$ cat src/rtl/acc_pkg.sv
// Shared constants and helpers for the partial-sum accumulation path.
// Helpers operate on a fixed 64-bit carrier; callers cast down to their own width.
package acc_pkg;

    localparam int IN_WIDTH_DEFAULT  = 32;
    localparam int ACC_WIDTH_DEFAULT = 40;
    localparam int MAX_W             = 64;

    // Replicates bit (w-1) of v into every higher bit of the 64-bit carrier.
    function automatic logic [MAX_W-1:0] sign_extend(input logic [MAX_W-1:0] v, input int w);
        logic [MAX_W-1:0] r;
        r = v;
        for (int i = 0; i < MAX_W; i++) begin
            if (i >= w) r[i] = v[w-1];
        end
        return r;
    endfunction

    // Largest positive (neg=0) or most negative (neg=1) value of a w-bit signed number.
    function automatic logic [MAX_W-1:0] sat_limit(input int w, input logic neg);
        logic [MAX_W-1:0] m;
        m = (MAX_W'(1) << (w - 1)) - MAX_W'(1);
        return neg ? ~m : m;
    endfunction

endpackage

$ cat src/rtl/psum_sat_add.sv
// Combinational signed accumulate of a narrow partial sum into a wide accumulator,
// with optional clamping to the accumulator's signed range.
module psum_sat_add
    import acc_pkg::*;
#(
    parameter int    IN_WIDTH  = IN_WIDTH_DEFAULT,
    parameter int    ACC_WIDTH = ACC_WIDTH_DEFAULT,
    parameter string SATURATE  = "FALSE"
) (
    input  logic [ACC_WIDTH-1:0] acc_i,
    input  logic [IN_WIDTH-1:0]  in_i,
    output logic [ACC_WIDTH-1:0] sum_o,
    output logic                 sat_o
);

    localparam bit                   DO_SAT  = (SATURATE == "TRUE");
    localparam logic [ACC_WIDTH-1:0] SAT_MAX = ACC_WIDTH'(sat_limit(ACC_WIDTH, 1'b0));
    localparam logic [ACC_WIDTH-1:0] SAT_MIN = ACC_WIDTH'(sat_limit(ACC_WIDTH, 1'b1));

    logic [ACC_WIDTH-1:0] ext;
    logic [ACC_WIDTH-1:0] raw;
    logic                 ovf;

    // Overflow is only possible when both operands share a sign the result lacks.
    always_comb begin
        ext   = ACC_WIDTH'(sign_extend(MAX_W'(in_i), IN_WIDTH));
        raw   = acc_i + ext;
        ovf   = (acc_i[ACC_WIDTH-1] == ext[ACC_WIDTH-1]) && (raw[ACC_WIDTH-1] != acc_i[ACC_WIDTH-1]);
        sat_o = DO_SAT && ovf;
        sum_o = raw;
        if (sat_o) sum_o = acc_i[ACC_WIDTH-1] ? SAT_MIN : SAT_MAX;
    end

endmodule

$ cat src/rtl/psum_accumulator.sv
// Per-column accumulator: sums row partial sums across K-tiles and emits the
// final row sums through a single-entry valid/ready output register.
module psum_accumulator
    import acc_pkg::*;
#(
    parameter int    IN_WIDTH   = IN_WIDTH_DEFAULT,
    parameter int    ACC_WIDTH  = ACC_WIDTH_DEFAULT,
    parameter int    DEPTH      = 16,
    parameter int    ADDR_WIDTH = 4,
    parameter string SATURATE   = "FALSE"
) (
    input  logic                  clk,
    input  logic                  reset,
    input  logic                  in_valid,
    output logic                  in_ready,
    input  logic [IN_WIDTH-1:0]   in_data,
    input  logic                  in_first,
    input  logic                  in_last,
    output logic                  out_valid,
    input  logic                  out_ready,
    output logic [ACC_WIDTH-1:0]  out_data,
    output logic [ADDR_WIDTH-1:0] row_idx,
    output logic                  tile_done,
    output logic                  sat_flag
);

    localparam logic [ADDR_WIDTH-1:0] LAST_ROW = ADDR_WIDTH'(DEPTH - 1);

    logic [ACC_WIDTH-1:0]  buf_q [DEPTH];
    logic [ADDR_WIDTH-1:0] row_q, row_d;
    logic                  out_valid_q, out_valid_d;
    logic [ACC_WIDTH-1:0]  out_data_q, out_data_d;
    logic                  tile_done_q, tile_done_d;
    logic                  sat_q, sat_d;

    logic                  accept;
    logic [ACC_WIDTH-1:0]  acc_sel;
    logic [ACC_WIDTH-1:0]  sum;
    logic                  sat_hit;

    psum_sat_add #(
        .IN_WIDTH  (IN_WIDTH),
        .ACC_WIDTH (ACC_WIDTH),
        .SATURATE  (SATURATE)
    ) u_add (
        .acc_i (acc_sel),
        .in_i  (in_data),
        .sum_o (sum),
        .sat_o (sat_hit)
    );

    // A full output register blocks every input, last-tile or not, so results stay in row order.
    always_comb begin
        in_ready    = !out_valid_q || out_ready;
        accept      = in_valid && in_ready;
        acc_sel     = in_first ? '0 : buf_q[row_q];
        row_d       = accept ? row_q + ADDR_WIDTH'(1) : row_q;
        tile_done_d = accept && (row_q == LAST_ROW);
        sat_d       = sat_q || (accept && sat_hit);
        out_valid_d = out_valid_q;
        out_data_d  = out_data_q;
        if (accept && in_last) begin
            out_valid_d = 1'b1;
            out_data_d  = sum;
        end else if (out_ready) begin
            out_valid_d = 1'b0;
        end
    end

    always_ff @(posedge clk or posedge reset) begin
        if (reset) begin
            row_q       <= '0;
            out_valid_q <= 1'b0;
            out_data_q  <= '0;
            tile_done_q <= 1'b0;
            sat_q       <= 1'b0;
        end else begin
            row_q       <= row_d;
            out_valid_q <= out_valid_d;
            out_data_q  <= out_data_d;
            tile_done_q <= tile_done_d;
            sat_q       <= sat_d;
        end
    end

    // No reset on the buffer: every tile starts with in_first, which overwrites the entry.
    always_ff @(posedge clk) begin
        if (accept && !in_last) buf_q[row_q] <= sum;
    end

    assign out_valid = out_valid_q;
    assign out_data  = out_data_q;
    assign row_idx   = row_q;
    assign tile_done = tile_done_q;
    assign sat_flag  = sat_q;

endmodule

$ cat config.mk
export PLATFORM = sky130hd
export DESIGN_NAME = psum_accumulator
export DESIGN_NICKNAME = d
export VERILOG_FILES = /design/src/rtl/acc_pkg.sv /design/src/rtl/psum_sat_add.sv /design/src/rtl/psum_accumulator.sv
export SDC_FILE = /design/constraint.sdc
export NUM_CORES = 1
export LEC_CHECK = 0
export BUFFER_PORTS_ARGS = -buffer_cell sky130_fd_sc_hd__buf_2
export CORE_ASPECT_RATIO = 1.5
export CORE_UTILIZATION = 40
export CTS_CLUSTER_SIZE = 14
export DETAILED_ROUTE_END_ITERATION = 8
export SLEW_MARGIN = 15
export SYNTH_ARGS = -nofsm -noshare
export SYNTH_HDL_FRONTEND = slang
export SYNTH_SLANG_ARGS = --single-unit
$ cat constraint.sdc
create_clock -name clk -period 5.5 [get_ports clk]
set_clock_uncertainty 0.15 [all_clocks]
set_input_delay 1.1 -clock clk [delete_from_list [all_inputs] [get_ports clk]]
set_output_delay 1.1 -clock clk [all_outputs]
set_load 0.03 [all_outputs]
==> results of run 1 <==
[state kept, by name, indices dropped and copies added, names as in the netlist]
register	flops
buf_q	640
out_data	40
out_valid	1
row_idx	4
tile_done	1
[where the power goes]
part	total, uW	switching (uW)	internal (uW)
combinational	7870	4670	3200
clock	4120	1850	2270
sequential	8240	266	7970
[per-stage QoR]
step | cells | TNS [ns] | total power (uW)
4_1_cts | 2517 | 0 | 20300
3_3_place_gp | 2404 | 0 | 16000
5_1_grt | 2518 | -0.00542 | 21100
3_5_place_dp | 2404 | -1.01 | 16200
6_report | 2518 | 0 | 20200
2_1_floorplan | 1380 | 0 | 13300
[worst max-delay path, delay by kind of cell (launching register included)]
kind	cells	cell delay (ns)
AO/OA/AOI/OAI	4	0.92
buffers and inverters	2	0.46
AND/OR/NAND/NOR	3	0.54
XOR/XNOR	1	0.89
multiplexers	3	1.27
flip-flops	1	0.47
adder cells (fa/ha/maj)	1	0.42
[what timing repair did]
item,CTS,global route
setup endpoints to repair,16,68
resized for setup,1,3
buffers inserted,0,1
pin swaps,0,1
[area by class of cell]
cell class	instances	area share (%)
clock inverters	18	0.569
clock buffers	95	5.20
inverters	14	0.160
well taps	907	3.46
repair buffers	190	4.49
flip-flops and latches	686	62.2
multi-input cells	608	23.9
[cells by family after synthesis]
logic type / share of synthesized area, %
flip-flops: 71.9
multiplexers: 17.4
AND/OR/NAND/NOR: 3.17
AO/OA/AOI/OAI: 3.00
buffers and inverters: 1.26
adder cells (fa/ha/maj): 1.97
XOR/XNOR: 1.26
other: 0.0132
[metal layers]
layer / GRT usage, % / wire (um)
met3: 2.88 / 3120
met2: 34.8 / 36600
met5: 0 / 25
met1: 25.3 / 27700
met4: 7.65 / 2650
[cells in the mapped netlist, drive strengths merged, types with 7 or more instances]
library cell / number / area [um^2]
a211oi: 7 / 57.6
a21o: 22 / 165
a21oi: 31 / 159
a31oi: 7 / 43.8
and2: 9 / 56.3
and3: 7 / 48.8
buf: 25 / 129
clkbuf: 47 / 176
dfrtp: 46 / 1150
edfxtp: 640 / 19200
ha: 43 / 538
inv: 14 / 52.6
mux2: 38 / 428
mux4: 199 / 4480
nand2: 35 / 134
nand3: 7 / 40.0
nand4: 13 / 109
nor2: 25 / 93.8
nor2b: 43 / 269
nor3: 7 / 40.0
o21ai: 20 / 104
xnor2: 27 / 236
xor2: 13 / 121
[worst max path at each step]
stage	depth (start not counted)	startpoint	slack (ns)	endpoint
after CTS	13	row_idx[0]	0.03	buf_q[5][29]
after floorplan	17	row_idx[0]	0.25	buf_q[0][26]
final	14	row_idx[0]	0.31	out_data[36]
after global placement	14	row_idx[0]	0.11	buf_q[0][26]
after detailed placement	17	row_idx[0]	-0.06	buf_q[0][26]
after global routing	16	row_idx[0]	-0.005	out_data[36]
==> results.txt, run 1 <==
layout cells sized above 1 - 34.9%
initial antenna violation count - 2
Mean Syn Cell Area - 20.5 um^2
RSZ-0062 raised after global routing - true
dpl hpwl - 43400 um
outcome - finished clean
crit path capture type - flop
Post-Syn Instances - 1380
Cells on Worst Hold Path - 2
CTS Buf Count - 60
# port buffers - 84
DP Area - 30800 um^2
max-slew violations - 0
DR WL/cell - 27.8 um
crit path DAT - 5.60 ns
reg-to-reg critical path startpoint - row_idx[0]
CP Class - flop to flop
Final Hold Vio Count - 0
DRC violation count after routing - 0
max_cap viols - 0
Nets - 1642
first-pass GRT wire length - 103000 um
final wirelength - 70100 um
Pleak - 0.0109 uW
hold slack - 0.327 ns
Synth-to-Final Area Change - 15.7%
Worst-Skew Late Latency - 0.63 ns
CTS tree - built
Seq/Total Area, Yosys - 71.9%
Total Die Area - 71900 um^2
post-route cell area - 32800 um^2
fin worst setup slack - 0.314 ns
Synth Register Bits - 686
Slew headroom - 23.6%
Util after Layout - 46.7%
reg2reg end - out_data[36]
number of DRC markers in iteration 0 - 1204
Tmin final - 5.19 ns
Clock Path Buffers - 3
Hold Path End - out_data[1]
CP peak stage delay - 0.89 ns
via count - 14300
Clk pin slew, worst setup/hold paths - 0.06 ns
Cell Area, Synth - 28300 um^2
Crit-path slowest cell - xnor2_1
core area - 70100 um^2
GPL Wtd Cong - 0.836
Post-synth EDFFs - 640
Post-synth ARST share - 6.71%
DRT antenna net count - 0
chip width - 219 um
r2r setup slk - 0.31 ns
CP Max Fanout - 18
num ports - 86
hold buffer count at cts - 0
post-synth cell types - 65
Hold Crit Class - flop to flop
clk sinks - 686
Tot GR Track Use - 20.1%
crit-path cells - buf_12 -> buf_4 -> mux4_2 -> mux4_2 -> nor2b_1 -> ha_1 -> and2_1 -> a221oi_1 -> o21ai_0 -> o21ai_1 -> nand3_2 -> a211oi_1 -> xnor2_1 -> mux2_2
vias in the first global route - 15100
worst-case reg-to-reg path depth - 14
Setup crit start kind - flop
multi-input logic area - 7840 um^2
Finish-stage setup viols - 0
Worst Max-Slew Pin Slew - 1.14 ns
period utilisation layout - 94.3%
Initial Util - 40.4%
pin count of the biggest net entering global routing - 40
FMAX - 193 MHz
pwr/cell area - 617 nW/um^2
vias per cell - 5.67
TritonRoute pass-1 iters - 5
antenna diode count - 0
synthesized net count - 1462
fillers - 5791
hold_sp - out_data[1]
setup slack at placement - -0.0635 ns
most used cell, CP - mux4_2
CTS root buf - clkbuf_16
ys flop type - edfxtp_1
Cell Rows - 119
worst vdd ir - 0.348 mV
commonest non-fill, non-tap cell in the layout - edfxtp_1
Die Y - 328 um
commonest cells after routing, fill and taps aside - edfxtp_1, mux4_2, buf_4
CP required - 5.91 ns
GRT overflow - 0
Register Area - 20400 um^2
H-tree depth - 2
Synthesis Warnings - 0
Note: power is estimated with default switching activity, not from simulation.
==> run 2: changes to the inputs <==
==> constraint.sdc (replaced) <==
create_clock -name clk -period 6.4 [get_ports clk]
set_clock_uncertainty 0.15 [all_clocks]
set_input_delay 1.28 -clock clk [delete_from_list [all_inputs] [get_ports clk]]
set_output_delay 1.28 -clock clk [all_outputs]
set_load 0.03 [all_outputs]
==> run 2 against run 1 <==
  * Maximum frequency is 15% lower
  * Sequential power decreased by 13%
  * Via count shrank 0.63%
  * Wire length decreased by 1.0%
  * Clock power is 3% lower
  * Combinational power shrank 19%
  * Hold slack improved by 0.014 ns
  * Worst setup slack better by 0.017 ns
  * Sequential cell count is the same
  * Global-route usage down 0.21 points
==> results.txt, run 2 (synthesis gave the netlist of run 1 again) <==
outcome - finished clean
worst vdd ir - 0.242 mV
first-pass GRT wire length - 102000 um
vias in the first global route - 15100
CP Max Fanout - 23
H-tree depth - 3
reg-to-reg critical path startpoint - row_idx[0]
Largest Register - buf_q
DRC violation count after routing - 0
antenna diode count - 0
Hold Crit Class - flop to flop
Clock Path Buffers - 3
num ports - 86
Synth-to-Final Area Change - 15.3%
Final Hold Vio Count - 0
DRT antenna net count - 0
Clock Power Share - 22.8%
crit path DAT - 6.47 ns
max_cap viols - 0
FMAX - 165 MHz
Slew headroom - 20.7%
crit path capture type - flop
Setup crit start - row_idx[0]
fillers - 5796
crit-path cells - buf_4 -> buf_4 -> mux4_2 -> mux4_2 -> nor2b_1 -> ha_1 -> nand4_1 -> nor4_2 -> or4b_1 -> nand4_2 -> a41oi_2 -> o21ai_2 -> xor2_4 -> mux2_2
Cell Rows - 119
chip width - 219 um
Initial Util - 40.4%
Clk pin slew, worst setup/hold paths - 0.06 ns
dpl hpwl - 41900 um
hold_sp - out_data[1]
layout cells sized above 1 - 34.4%
setup TNS - 0 ns
Tot GR Track Use - 19.8%
number of DRC markers in iteration 0 - 1414
Finish-stage setup viols - 0
Setup crit start kind - flop
CP required - 6.80 ns
Worst Max-Slew Pin Slew - 1.19 ns
clk sinks - 686
Worst-Skew Late Latency - 0.61 ns
pin count of the biggest net entering global routing - 48
Flop pwr share - 40.9%
Nets - 1619
NetSw - 5790 uW
max-slew violations - 0
GRT overflow - 0
Tmin final - 6.07 ns
period utilisation layout - 94.8%
final wirelength - 69400 um
GPL Wtd Cong - 0.874
vias per cell - 5.68
TritonRoute pass-1 iters - 6
commonest non-fill, non-tap cell in the layout - edfxtp_1
DR WL/cell - 27.8 um
CTS tree - built
Post-CTS Setup Bufs - 0
Largest register FFs - 640
initial antenna violation count - 1
commonest cells after routing, fill and taps aside - edfxtp_1, mux4_2, buf_2
Crit-path slowest cell - dfrtp_4
Pleak - 0.0109 uW
via count - 14200
CTS root buf - clkbuf_16
worst setup path end - out_data[35]
Die Y - 328 um
RSZ-0062 raised after global routing - false
CP Class - flop to flop
Resized cells post-CTS - 0
Sw Ratio - 33.0%
hold buffer count at cts - 0
# port buffers - 84
internal power - 11800 uW
CTS Buf Count - 66
worst-case reg-to-reg path depth - 14
Total Die Area - 71900 um^2
Comb pwr share - 36.3%
r2r setup slk - 0.33 ns
core area - 70100 um^2
pwr/cell area - 538 nW/um^2
Util after Layout - 46.6%
CP peak stage delay - 0.78 ns
reg2reg end - out_data[35]
==> run 2: cell types whose count changed in the layout (fill, tap and decap cells not counted), sizes merged <==
cell	change
buf	-29
inv	-1
bufinv	+3
clkinvlp	+3
clkinv	-1
clkbuf	+2
==> run 2: cell type report <==
cell class	count	area, um^2	share of cell area (%)
sequential	686	20400	62.4
inverter	14	52.6	0.161
tap	907	1130	3.48
multi-input combinational	608	7820	24.0
timing repair buffer	161	1050	3.21
clock buffer	97	1940	5.95
clock inverter	22	268	0.820
==> run 2: per-layer routing <==
| metal | vias up | track usage [%] | wire length (um) |
|---|---|---|---|
| met5 | - | 0 | 17 |
| met4 | 2 | 6.90 | 2100 |
| met3 | 108 | 3.30 | 3360 |
| met2 | 437 | 34.5 | 36400 |
| met1 | 7616 | 24.9 | 27500 |
| li1 | 6017 | - | - |
==> run 2: how the worst min path moves through the flow <==
stage          cells after the start  slack, ns      endpoint
6_report                           2       0.34   out_data[1]
5_1_grt                            1       0.36  out_data[27]
4_1_cts                            2       0.35   out_data[1]
3_5_place_dp                       2       0.34   out_data[1]
3_3_place_gp                       2       0.32   out_data[1]
2_1_floorplan                      2       0.51   out_data[1]
==> run 2: stage by stage <==
step / total power (uW) / worst slack, ns / instances / hold WS, ns / cell area [um^2]
2_1_floorplan: 11500 / 0.674 / 1380 / 0.511 / 28300
3_3_place_gp: 13500 / 0.293 / 2376 / 0.321 / 30300
3_5_place_dp: 13600 / 0.235 / 2376 / 0.337 / 30300
4_1_cts: 17600 / 0.205 / 2495 / 0.350 / 32500
5_1_grt: 18300 / 0.0529 / 2495 / 0.363 / 32700
6_report: 17600 / 0.330 / 2495 / 0.341 / 32700
==> run 2: worst max-delay path: cells and delay by family, from the launching register on <==
kind	cells	cell delay, ns
flip-flops	1	0.78
adder cells (fa/ha/maj)	1	0.54
buffers and inverters	2	0.59
XOR/XNOR	1	0.38
AND/OR/NAND/NOR	5	1.83
multiplexers	3	1.22
AO/OA/AOI/OAI	2	0.47
==> run 2: power by group through the flow <==
stage / Clock (uW) / Combinational [uW] / Sequential [uW]
after global routing: 4230 / 6870 / 7240
final: 4010 / 6380 / 7190
after CTS: 4070 / 6340 / 7210
after global placement: 0 / 6170 / 7280
after detailed placement: 0 / 6330 / 7300
after floorplan: 0 / 4120 / 7340
==> run 3: changes to the inputs <==
--- a/config.mk
+++ b/config.mk
@@ -10,6 +10,7 @@
 export CORE_UTILIZATION = 40
 export CTS_CLUSTER_SIZE = 14
 export DETAILED_ROUTE_END_ITERATION = 8
+export REMOVE_ABC_BUFFERS = 1
 export SLEW_MARGIN = 15
 export SYNTH_ARGS = -nofsm -noshare
 export SYNTH_HDL_FRONTEND = slang
==> constraint.sdc (replaced) <==
create_clock -name clk -period 6.4 [get_ports clk]
set_clock_uncertainty 0.15 [all_clocks]
set_input_delay 1.92 -clock clk [delete_from_list [all_inputs] [get_ports clk]]
set_output_delay 1.92 -clock clk [all_outputs]
set_load 0.03 [all_outputs]
==> run 3 against run 2 <==
  * Utilization fell by 0.44 points
  * Wire length rose by 1.1%
  * Hold slack improved by 0.00062 ns
  * Largest power group unchanged
==> results.txt, run 3 (synthesis gave the netlist of run 1 again) <==
Total Die Area - 71900 um^2
Initial Util - 40.4%
Util after Layout - 46.1%
H-tree depth - 2
via count - 14100
worst setup path end - buf_q[10][26]
Resized cells post-CTS - 0
Die Y - 328 um
final wirelength - 70100 um
max_cap viols - 0
Setup crit start - row_idx[1]
crit path capture type - flop
Worst-Skew Late Latency - 0.62 ns
fillers - 5803
Pleak - 0.0107 uW
worst vdd ir - 0.266 mV
hold slack - 0.342 ns
chip width - 219 um
dpl hpwl - 42200 um
Final Hold Vio Count - 0
dpl cells - 2378
CP Max Fanout - 38
Clk pin slew, worst setup/hold paths - 0.06 ns
Cell Rows - 119
commonest cells after routing, fill and taps aside - edfxtp_1, mux4_2, buf_2
layout cells sized above 1 - 33.6%
Tot GR Track Use - 19.9%
crit path DAT - 5.98 ns
Nets - 1614
CP required - 6.52 ns
GRT overflow - 0
# port buffers - 84
CTS Buf Count - 59
Worst Max-Slew Pin Slew - 1.16 ns
worst-case reg-to-reg path depth - 16
DR WL/cell - 28.2 um
CTS root buf - clkbuf_16
initial antenna violation count - 2
GPL Wtd Cong - 0.877
Tmin final - 5.86 ns
Hold Crit Class - flop to flop
RSZ-0062 raised after global routing - false
number of DRC markers in iteration 0 - 1143
TritonRoute pass-1 iters - 5
vias in the first global route - 14800
Largest register FFs - 640
pwr/cell area - 531 nW/um^2
core area - 70100 um^2
CP Class - flop to flop
reg2reg end - buf_q[10][26]
outcome - finished clean
max-slew violations - 0
period utilisation layout - 91.5%
reg-to-reg critical path startpoint - row_idx[1]
FMAX - 171 MHz
CTS tree - built
Largest Register - buf_q
first-pass GRT wire length - 103000 um
Finish-stage setup viols - 0
DRC violation count after routing - 0
clk sinks - 686
vias per cell - 5.67
num ports - 86
Clock Path Buffers - 3
Slew headroom - 22.0%
hold buffer count at cts - 0
Post-CTS Setup Bufs - 0
Register Area - 20400 um^2
Layout Cells excl Fill - 2489
DRT antenna net count - 0
commonest non-fill, non-tap cell in the layout - edfxtp_1
pin count of the biggest net entering global routing - 41
r2r setup slk - 0.54 ns
multi-input logic area - 7790 um^2
Synth-to-Final Area Change - 14.2%
Setup crit start kind - flop
antenna diode count - 0
-- run 3: cell count changes in the layout (fill, tap and decap cells not counted), moves of 3 or more --
cell | previous run | this run
buf_12 | 4 | 11
clkbuf_1 | 19 | 32
clkbuf_16 | 71 | 60
bufinv_16 | 6 | 1
xnor2_2 | 11 | 8
clkinv_1 | 6 | 0
buf_4 | 73 | 68
xnor2_1 | 16 | 19
-- run 3: cell type report --
type / count / share of cell area, %
clock inverters: 12 / 0.340
inverters: 14 / 0.162
clock buffers: 99 / 5.31
repair buffers: 163 / 3.56
multi-input cells: 608 / 24.1
flip-flops and latches: 686 / 63.0
well taps: 907 / 3.51
-- run 3: where the power goes --
part	total, uW	switching [uW]	internal, uW
sequential	7220	372	6850
combinational	6500	3890	2610
clock	3440	1570	1870
-- run 3: worst max-delay path: stages, from the launching register on --
cell	delay, ns
dfrtp_4	0.88
buf_12	0.31
mux4_2	0.34
mux4_2	0.53
nor2b_1	0.16
ha_1	0.23
inv_1	0.09
fa_1	0.22
nor2b_1	0.08
o31ai_1	0.37
a211oi_1	0.15
buf_4	0.18
o211ai_1	0.22
a31oi_1	0.20
a211oi_2	0.39
o21ai_0	0.18
xor2_1	0.80
-- run 3: per-layer routing --
metal | GRT usage [%] | part of all wire, % | vias to the layer above
met4 | 5.83 | 2.5 | 2
met3 | 1.92 | 3.6 | 100
met2 | 36.3 | 54 | 343
met1 | 25.0 | 40 | 7653
li1 | - | - | 6006
met5 | 0 | 0.014 | -
-- run 3: metrics by stage --
| stage | cell area [um^2] | TNS (ns) | power (uW) | setup slack [ns] |
|---|---|---|---|---|
| 2_1_floorplan | 28000 | -4015.09 | 11900 | -3.96 |
| 3_3_place_gp | 30400 | 0 | 13700 | 0.497 |
| 3_5_place_dp | 30400 | 0 | 13900 | 0.303 |
| 4_1_cts | 32300 | 0 | 17300 | 0.501 |
| 5_1_grt | 32300 | 0 | 17900 | 0.170 |
| 6_report | 32300 | 0 | 17200 | 0.543 |
-- run 3: how the worst min path moves through the flow --
stage	startpoint	to	slack [ns]	depth (start not counted)
6_report	out_data[1]	out_data[1]	0.34	2
5_1_grt	out_data[14]	out_data[14]	0.37	1
4_1_cts	out_data[1]	out_data[1]	0.35	2
3_5_place_dp	out_data[1]	out_data[1]	0.33	2
3_3_place_gp	out_data[1]	out_data[1]	0.32	2
2_1_floorplan	out_data[1]	out_data[1]	0.51	2
